<file path="config.mk">
export PLATFORM = sky130hd
export DESIGN_NAME = alu_nibble_sequencer
export DESIGN_NICKNAME = d
export VERILOG_FILES = /design/src/rtl/alu_nibble_sequencer.sv
export SDC_FILE = /design/constraint.sdc
export NUM_CORES = 1
export LEC_CHECK = 0
export CAP_MARGIN = 20
export CORE_ASPECT_RATIO = 1.75
export CORE_UTILIZATION = 42
export CTS_CLUSTER_SIZE = 16
export DETAILED_ROUTE_END_ITERATION = 8
export GPL_ROUTABILITY_DRIVEN = 0
export GPL_TIMING_DRIVEN = 0
export PLACE_DENSITY = 0.74
export SLEW_MARGIN = 30
export SYNTH_ARGS = -nofsm -noshare
export SYNTH_HDL_FRONTEND = slang
export SYNTH_SLANG_ARGS = --single-unit
</file>
<file path="constraint.sdc">
create_clock -name clk -period 1.5 [get_ports clk]
set_input_delay 0.45 -clock clk [delete_from_list [all_inputs] [get_ports clk]]
set_output_delay 0.45 -clock clk [all_outputs]
set_load 0.005 [all_outputs]
</file>
<file path="src/rtl/alu_nibble_sequencer.sv">
// alu_nibble_sequencer
// Purpose: runs 8-bit NOT/NOR/SHL/SHR/ADD/SUB commands as two or three passes
//          through an external combinational 4-bit ALU slice.
// Ports:   cmd_*  command handshake (cmd_ready high only in IDLE)
//          rsp_*  response handshake (held in RESP until rsp_ready)
//          alu_*  registered drive to the ALU slice; alu_s/alu_carry sampled back
// Latency: LO E0->E1, HI E1->E2, optional FIX E2->E3; response right after.
//          Illegal opcodes respond the cycle after acceptance with no ALU pass.
module alu_nibble_sequencer (
  input  logic       clk,
  input  logic       rst_n,
  input  logic       cmd_valid,
  output logic       cmd_ready,
  input  logic [2:0] cmd_op,
  input  logic [7:0] cmd_a,
  input  logic [7:0] cmd_b,
  output logic       rsp_valid,
  input  logic       rsp_ready,
  output logic [7:0] rsp_result,
  output logic       rsp_carry,
  output logic       rsp_err,
  output logic [3:0] alu_a,
  output logic [3:0] alu_b,
  output logic       alu_sel1,
  output logic       alu_sel0,
  output logic       alu_mode_shift,
  output logic       alu_mode_adder,
  input  logic [3:0] alu_s,
  input  logic       alu_carry
);

  typedef enum logic [2:0] {IDLE, LO, HI, FIX, RESP} state_t;

  localparam logic [2:0] OP_NOT = 3'b000;
  localparam logic [2:0] OP_NOR = 3'b001;
  localparam logic [2:0] OP_SHL = 3'b010;
  localparam logic [2:0] OP_SHR = 3'b011;
  localparam logic [2:0] OP_ADD = 3'b100;
  localparam logic [2:0] OP_SUB = 3'b101;

  // {sel1, sel0, mode_shift, mode_adder}; unused mode bits stay 0
  function automatic logic [3:0] op_ctrl(input logic [2:0] op);
    case (op)
      OP_NOT:  op_ctrl = 4'b0000;
      OP_NOR:  op_ctrl = 4'b0100;
      OP_SHL:  op_ctrl = 4'b1010;
      OP_SHR:  op_ctrl = 4'b1000;
      OP_ADD:  op_ctrl = 4'b1100;
      OP_SUB:  op_ctrl = 4'b1101;
      default: op_ctrl = 4'b0000;
    endcase
  endfunction

  state_t     state, state_nxt;

  // captured command: only the operand bits the passes actually need
  logic [2:0] op_q;
  logic [3:0] a_hi_q;
  logic       a3_q;
  logic       a0_q;
  logic [3:0] b_hi_q;

  logic [7:0] r_q;
  logic       c_lo, c_hi, c_fix;

  logic       cmd_illegal;
  logic       need_fix;
  logic [3:0] hi_nib;

  logic [3:0] alu_a_nxt, alu_b_nxt, alu_ctrl_nxt;

  assign cmd_illegal = cmd_op[2] & cmd_op[1];

  // a lo-nibble carry (ADD) or borrow (SUB) must be rippled into the hi nibble
  assign need_fix = ((op_q == OP_ADD) &&  c_lo) ||
                    ((op_q == OP_SUB) && !c_lo);

  // SHL: bit 4 comes from A[3], which the hi-nibble shift cannot see
  assign hi_nib = (op_q == OP_SHL) ? {alu_s[3:1], a3_q} : alu_s;

  // ---------------------------------------------------------------- state reg
  always_ff @(posedge clk or negedge rst_n) begin
    if (!rst_n) state <= IDLE;
    else        state <= state_nxt;
  end

  // --------------------------------------------------------------- next state
  always_comb begin
    state_nxt = state;
    case (state)
      IDLE: if (cmd_valid) state_nxt = cmd_illegal ? RESP : LO;
      LO:   state_nxt = HI;
      HI:   state_nxt = need_fix ? FIX : RESP;
      FIX:  state_nxt = RESP;
      RESP: if (rsp_ready) state_nxt = IDLE;
      default: state_nxt = IDLE;
    endcase
  end

  // ------------------------------------------------------------------ outputs
  // ALU drive is computed for the state being entered so that the registered
  // alu_* outputs are already valid for the whole pass cycle.
  always_comb begin
    cmd_ready    = (state == IDLE);
    rsp_valid    = (state == RESP);
    alu_a_nxt    = 4'h0;
    alu_b_nxt    = 4'h0;
    alu_ctrl_nxt = 4'h0;
    case (state_nxt)
      LO: begin
        alu_a_nxt    = cmd_a[3:0];
        alu_b_nxt    = cmd_b[3:0];
        alu_ctrl_nxt = op_ctrl(cmd_op);
      end
      HI: begin
        alu_a_nxt    = a_hi_q;
        alu_b_nxt    = b_hi_q;
        alu_ctrl_nxt = op_ctrl(op_q);
      end
      FIX: begin
        // the hi result being latched this edge is the FIX operand
        alu_a_nxt    = alu_s;
        alu_b_nxt    = 4'b0001;
        alu_ctrl_nxt = op_ctrl(op_q);
      end
      default: ;
    endcase
  end

  // response fields depend only on registered state, so they hold in RESP
  assign rsp_result = r_q;
  assign rsp_err    = op_q[2] & op_q[1];

  always_comb begin
    case (op_q)
      OP_ADD:  rsp_carry = c_hi | c_fix;
      OP_SUB:  rsp_carry = c_hi & c_fix;
      OP_SHL:  rsp_carry = a_hi_q[3];
      OP_SHR:  rsp_carry = a0_q;
      default: rsp_carry = 1'b0;
    endcase
  end

  // ---------------------------------------------------------------- datapath
  always_ff @(posedge clk or negedge rst_n) begin
    if (!rst_n) begin
      op_q           <= 3'b000;
      a_hi_q         <= 4'h0;
      a3_q           <= 1'b0;
      a0_q           <= 1'b0;
      b_hi_q         <= 4'h0;
      r_q            <= 8'h00;
      c_lo           <= 1'b0;
      c_hi           <= 1'b0;
      c_fix          <= 1'b0;
      alu_a          <= 4'h0;
      alu_b          <= 4'h0;
      alu_sel1       <= 1'b0;
      alu_sel0       <= 1'b0;
      alu_mode_shift <= 1'b0;
      alu_mode_adder <= 1'b0;
    end else begin
      alu_a <= alu_a_nxt;
      alu_b <= alu_b_nxt;
      {alu_sel1, alu_sel0, alu_mode_shift, alu_mode_adder} <= alu_ctrl_nxt;
      case (state)
        IDLE: if (cmd_valid) begin
          op_q   <= cmd_op;
          a_hi_q <= cmd_a[7:4];
          a3_q   <= cmd_a[3];
          a0_q   <= cmd_a[0];
          b_hi_q <= cmd_b[7:4];
          r_q    <= 8'h00;
          c_lo   <= 1'b0;
          c_hi   <= 1'b0;
          // SUB treats a skipped fix-up as "no borrow"; ADD as "no carry"
          c_fix  <= (cmd_op == OP_SUB);
        end
        LO: begin
          // SHR: bit 3 comes from A[4], which the lo-nibble shift cannot see
          r_q[3:0] <= (op_q == OP_SHR) ? {a_hi_q[0], alu_s[2:0]} : alu_s;
          c_lo     <= alu_carry;
        end
        HI: begin
          r_q[7:4] <= hi_nib;
          c_hi     <= alu_carry;
        end
        FIX: begin
          r_q[7:4] <= alu_s;
          c_fix    <= alu_carry;
        end
        default: ;
      endcase
    end
  end

endmodule
</file>
# Word level (Yosys, flattened, before mapping)
# Cells that the tools add are included.
# word_totals
reg_bits	39
inputBits	28
output_inout_bits	24
word_cells	75
# classes
eq_ne	18
muxes	21
bitwise	4
reduce_logical	15
# ops
op	count
case mux 4 bit (5 select lines)	2
case mux 4 bit (3 select lines)	3
== test 3 x 2 -> 1 bit, second input constant	8
case mux 4 bit (2 select lines)	2
== test 3 bit, second input constant	5
case mux 3 bit (5 select lines)	1
== test 3 x 1 -> 1 bit, second input constant	4
2-to-1 mux 3 bit	4
AND reduction 2 bit	5
2-to-1 mux 8 bit	1
case mux 1 bit (2 select lines)	3
nonzero test 2 bit	3
2-to-1 mux 4 bit	1
case mux 1 bit (4 select lines)	1
AND 1 bit	3
logical NOT 3 bit	1
2-to-1 mux 1 bit	3
nonzero test 3 bit	1
logical AND 1 bit	2
!= test 2 bit, second input constant	1
OR reduction 2 bit	1
logical NOT 1 bit	1
logical OR 1 bit	1
bitwise OR 1 bit	1

# Longest topological paths before layout
# logic_depth
depth_word	8
ltp_mapped	6
depth_no_buf	5

# Worst setup path after synthesis
# No wires, ideal clock.
# synth_timing
path_kind	register to register
from	reg state[1]
to	reg op_q[2]
setup_ps	117
arrival_ps	1481
t_required_ps	1383
slack_ps	-98
stages_incl_launch_ff	7
n_path_buf	3
synth_period_minus_slack_ps	1598
cell_sequence	dfrtp_1 buf_6 or4b_4 buf_2 buf_2 nand2_1 nand2_1
# synth_via
elab_chain_cells	2
# synth_rtl
element	line_no	source
start: declaration	54	state_t state, state_nxt;
start signal: assignment	84	else state <= state_nxt;
logical NOT 3 bit	166	case (state)
AND reduction 2 bit (no line)	--	
end signal: assignment	168	op_q <= cmd_op;
end: declaration	57	logic [2:0] op_q;
# No other way between the ends.
# A chain may end at the register's enable or synchronous reset.

# Worst setup path in the final report
# layout_timing
from	reg op_q[1]
to	out rsp_carry
# layout_via
elab_chain_cells	2
elab_cells_between_ends	5
cone_classes	eq/ne: 4; mux: 1
# layout_rtl
element	line_no	source
== test 3 x 2 -> 1 bit or == test 3 bit (tied branches)	135	case (op_q)
case mux 1 bit (4 select lines) *	135	
end: declaration	20	output logic rsp_carry,
# Every way passes the cells marked *; elsewhere a longest branch is shown, timed or not.

==> run metrics <==
drt total wl 5624 um; via count 1718; CP Data Arrival Time 1.47 ns; Worst setup EP type output pin; worst skew pair latency 0.29 ns; library cells used by synthesis 44; H-tree levels 2; Synth warnings 0; num ports 52; detailed placement HPWL 3186 um; Fin Clk Skew 0.007171 ns; hold_ws 0.1042 ns; RSZ-0062 raised after global routing yes; largest net degree at the start of global routing 22; vias in the first global route 1627; post-synth net total 207; CP Class register to output pin; Crit path buffers/inverters 1; full die area 4606 um^2; Crit path required time 1.05 ns; Die Width 51.74 um; initial antenna violation count 0; CTS Hold Bufs 0; Die Y 89.04 um; Least-Margin Pin Slew 0.4740 ns; Seq/Total Area, Yosys 53.68%; minimum clock period 1.917 ns; failing checks negative setup slack; total grt overflow 0; class of the worst hold path input port to async pin; count of final hold-check violations 0; Place WS -0.6353 ns; Port Buffers 51; EDFF count, synth 0; Worst-path clk slew 0.07 ns; Starting DRT DRC Count 42; CTS tree done; P&R area growth vs syn 68.00%; post-layout net count 301; Routed WL per cell 17.63 um; Crit path max-delay family flip-flops; worst ir drop on vdd 0.001256 V; detailed-route DRC error count 0; clock tree sinks 39; Pwr Density 1851 nW/um^2; Initial Utilization 43.80%; syn avg cell area 10.39 um^2; worst stage delay on the critical path 0.43 ns; first drt pass iteration count 4; async set-reset flop share out of synthesis 100.0%; #FFs+latches synth 39; number of setup violations in the final report 41; first-pass GRT wire length 7976 um; Root Buffer clkbuf_8; share of cells above drive strength 1 40.37%; max_cap viols 0; Cells after Synth 175; Startpoint Class register; Clock Path Buffers 2; Slew Viols, Final 0; most common flop cell mapped by yosys dfrtp_1; worst-path fanout max 4; Slowest-stage cell, CP dfrtp_2; Max-Slew Margin vs Limit 68.40%; post-synthesis instance area 1818 um^2; crit path cell chain nand2b_4 -> o32a_1 -> nor2_1 -> buf_2; n_diodes 0; Leak Pwr 1.526 nW; via/cell ratio 5.386; row count 31; CTS Buf Count 5; setup ws final -0.4170 ns; final worst path period share 127.8%; GRT Total Usage 24.63%; status complete, but fails checks; Core Region 4150 um^2; antenna viol nets, final 0; Peak Freq 521.7 MHz
[cell type report]
type | instances | area, um^2
buffer | 5 | 68.82
clock buffer | 7 | 76.32
clock inverter | 1 | 5.005
fill | 283 | 1096
inverter | 8 | 30.03
multi-input combinational | 120 | 992.2
sequential | 39 | 982.2
tap | 49 | 61.31
timing repair buffer | 90 | 838.3
[per-stage QoR]
stage / instance area, um^2 / util [%] / setup TNS (ns) / power (W) / cells
2_1_floorplan: 1821 / - / -1.072 / 0.002847 / 175
3_3_place_gp: 2392 / 57.64 / -56.61 / 0.003709 / 275
3_5_place_dp: 2415 / 58.19 / -20.37 / 0.003739 / 276
4_1_cts: 2826 / 68.10 / -5.856 / 0.005055 / 308
5_1_grt: 3054 / 73.59 / -5.904 / 0.005970 / 319
6_report: 3054 / 73.59 / -4.726 / 0.005654 / 319
[worst register-to-register path: stages (launching register included)]
cell and delay [ns]:
dfrtp_2 0.47, or4b_4 0.63, or3_4 0.36, o22ai_2 0.16
[worst paths after layout]
path / from / end / slack, ns / cells past startpoint
hold / removal: rst_n / c_fix / 0.10 / 1
hold reg to reg: a_hi_q[2] / a_hi_q[2] / 0.48 / 2
min in group clk: a_hi_q[2] / a_hi_q[2] / 0.48 / 2
max in group asynchronous: rst_n / op_q[2] / 0.92 / 2
setup / recovery: op_q[1] / rsp_carry / -0.42 / 4
setup reg to reg: state[1] / alu_mode_adder / -0.20 / 3
[synthesized netlist by cell type (2+ instances only)]
library cell | number | area (um^2)
nor2b_1 | 2 | 12.51
mux2i_1 | 3 | 30.03
clkbuf_1 | 2 | 7.510
a22o_1 | 8 | 70.07
buf_4 | 2 | 15.01
nand2_1 | 44 | 165.2
nor2_1 | 6 | 22.52
mux2_2 | 2 | 22.52
a221o_1 | 4 | 40.04
nor3_1 | 2 | 10.01
o2bb2ai_1 | 2 | 17.52
ha_1 | 4 | 50.05
o21bai_1 | 2 | 15.01
nor3b_1 | 4 | 30.03
nand3_1 | 4 | 20.02
nand3b_1 | 2 | 15.01
buf_2 | 3 | 15.01
o21ai_0 | 2 | 10.01
and2_1 | 3 | 18.77
dfrtp_1 | 39 | 975.9
nand2b_1 | 3 | 18.77
inv_1 | 8 | 30.03
o21ai_1 | 3 | 15.01
[layer usage]
metal | wire (um) | up-vias | track usage, %
li1 | - | 798 | -
met1 | 1995 | 846 | 27.20
met2 | 3202 | 57 | 45.22
met3 | 212 | 17 | 4.252
met4 | 212 | 0 | 10.57
met5 | 0 | - | 0
[registers in the layout (all words and copies together) (netlist names)]
register and cells:
alu_b 4, alu_sel0 1, a0_q 1, alu_sel1 1, a_hi_q 4, a3_q 1
alu_a 4, c_fix 1, c_hi 1, state 3, op_q 3, rsp_result 8
alu_mode_shift 1, c_lo 1, b_hi_q 4, alu_mode_adder 1
[cells in the final DEF (no fill, tap or decap), drive strengths merged, types with 2 or more instances in the layout]
master / instances
clkbuf: 7
mux2: 2
nor2: 7
nand2b: 3
nand2: 44
nand3b: 2
dfrtp: 39
and2: 3
ha: 4
mux2i: 3
nor4b: 2
nor3b: 5
nand3: 4
dlygate4sd2: 23
o2bb2ai: 2
a221o: 4
nor2b: 2
nor3: 2
o21bai: 2
a22o: 8
inv: 8
buf: 49
clkdlybuf4s50: 23
o21ai: 5
[repair_timing]
| action | CTS | global route |
|---|---|---|
| pin swaps | 32 | 21 |
| cloned | 1 | 0 |
| gates resized for setup | 87 | 42 |
| endpoints found under the setup margin | 59 | 43 |
| setup buffers | 23 | 15 |
[power breakdown]
group	internal [W]	switching, W	total (W)
Combinational	0.00174	0.00141	0.00314
Sequential	0.00148	0.000354	0.00183
Clock	0.000326	0.000351	0.000677
Total	0.00354	0.00211	0.00565
[logic make-up (layout without fill, tap and decap cells)]
logic type,after synthesis,in the layout,synth area share [%]
buffers and inverters,16,111,4.336
adder cells (fa/ha/maj),4,4,2.753
flip-flops,39,39,53.68
multiplexers,5,5,2.891
XOR/XNOR,2,2,0.9637
AND/OR/NAND/NOR,79,79,22.16
AO/OA/AOI/OAI,30,30,13.21
(Power assumes the default switching activity.)
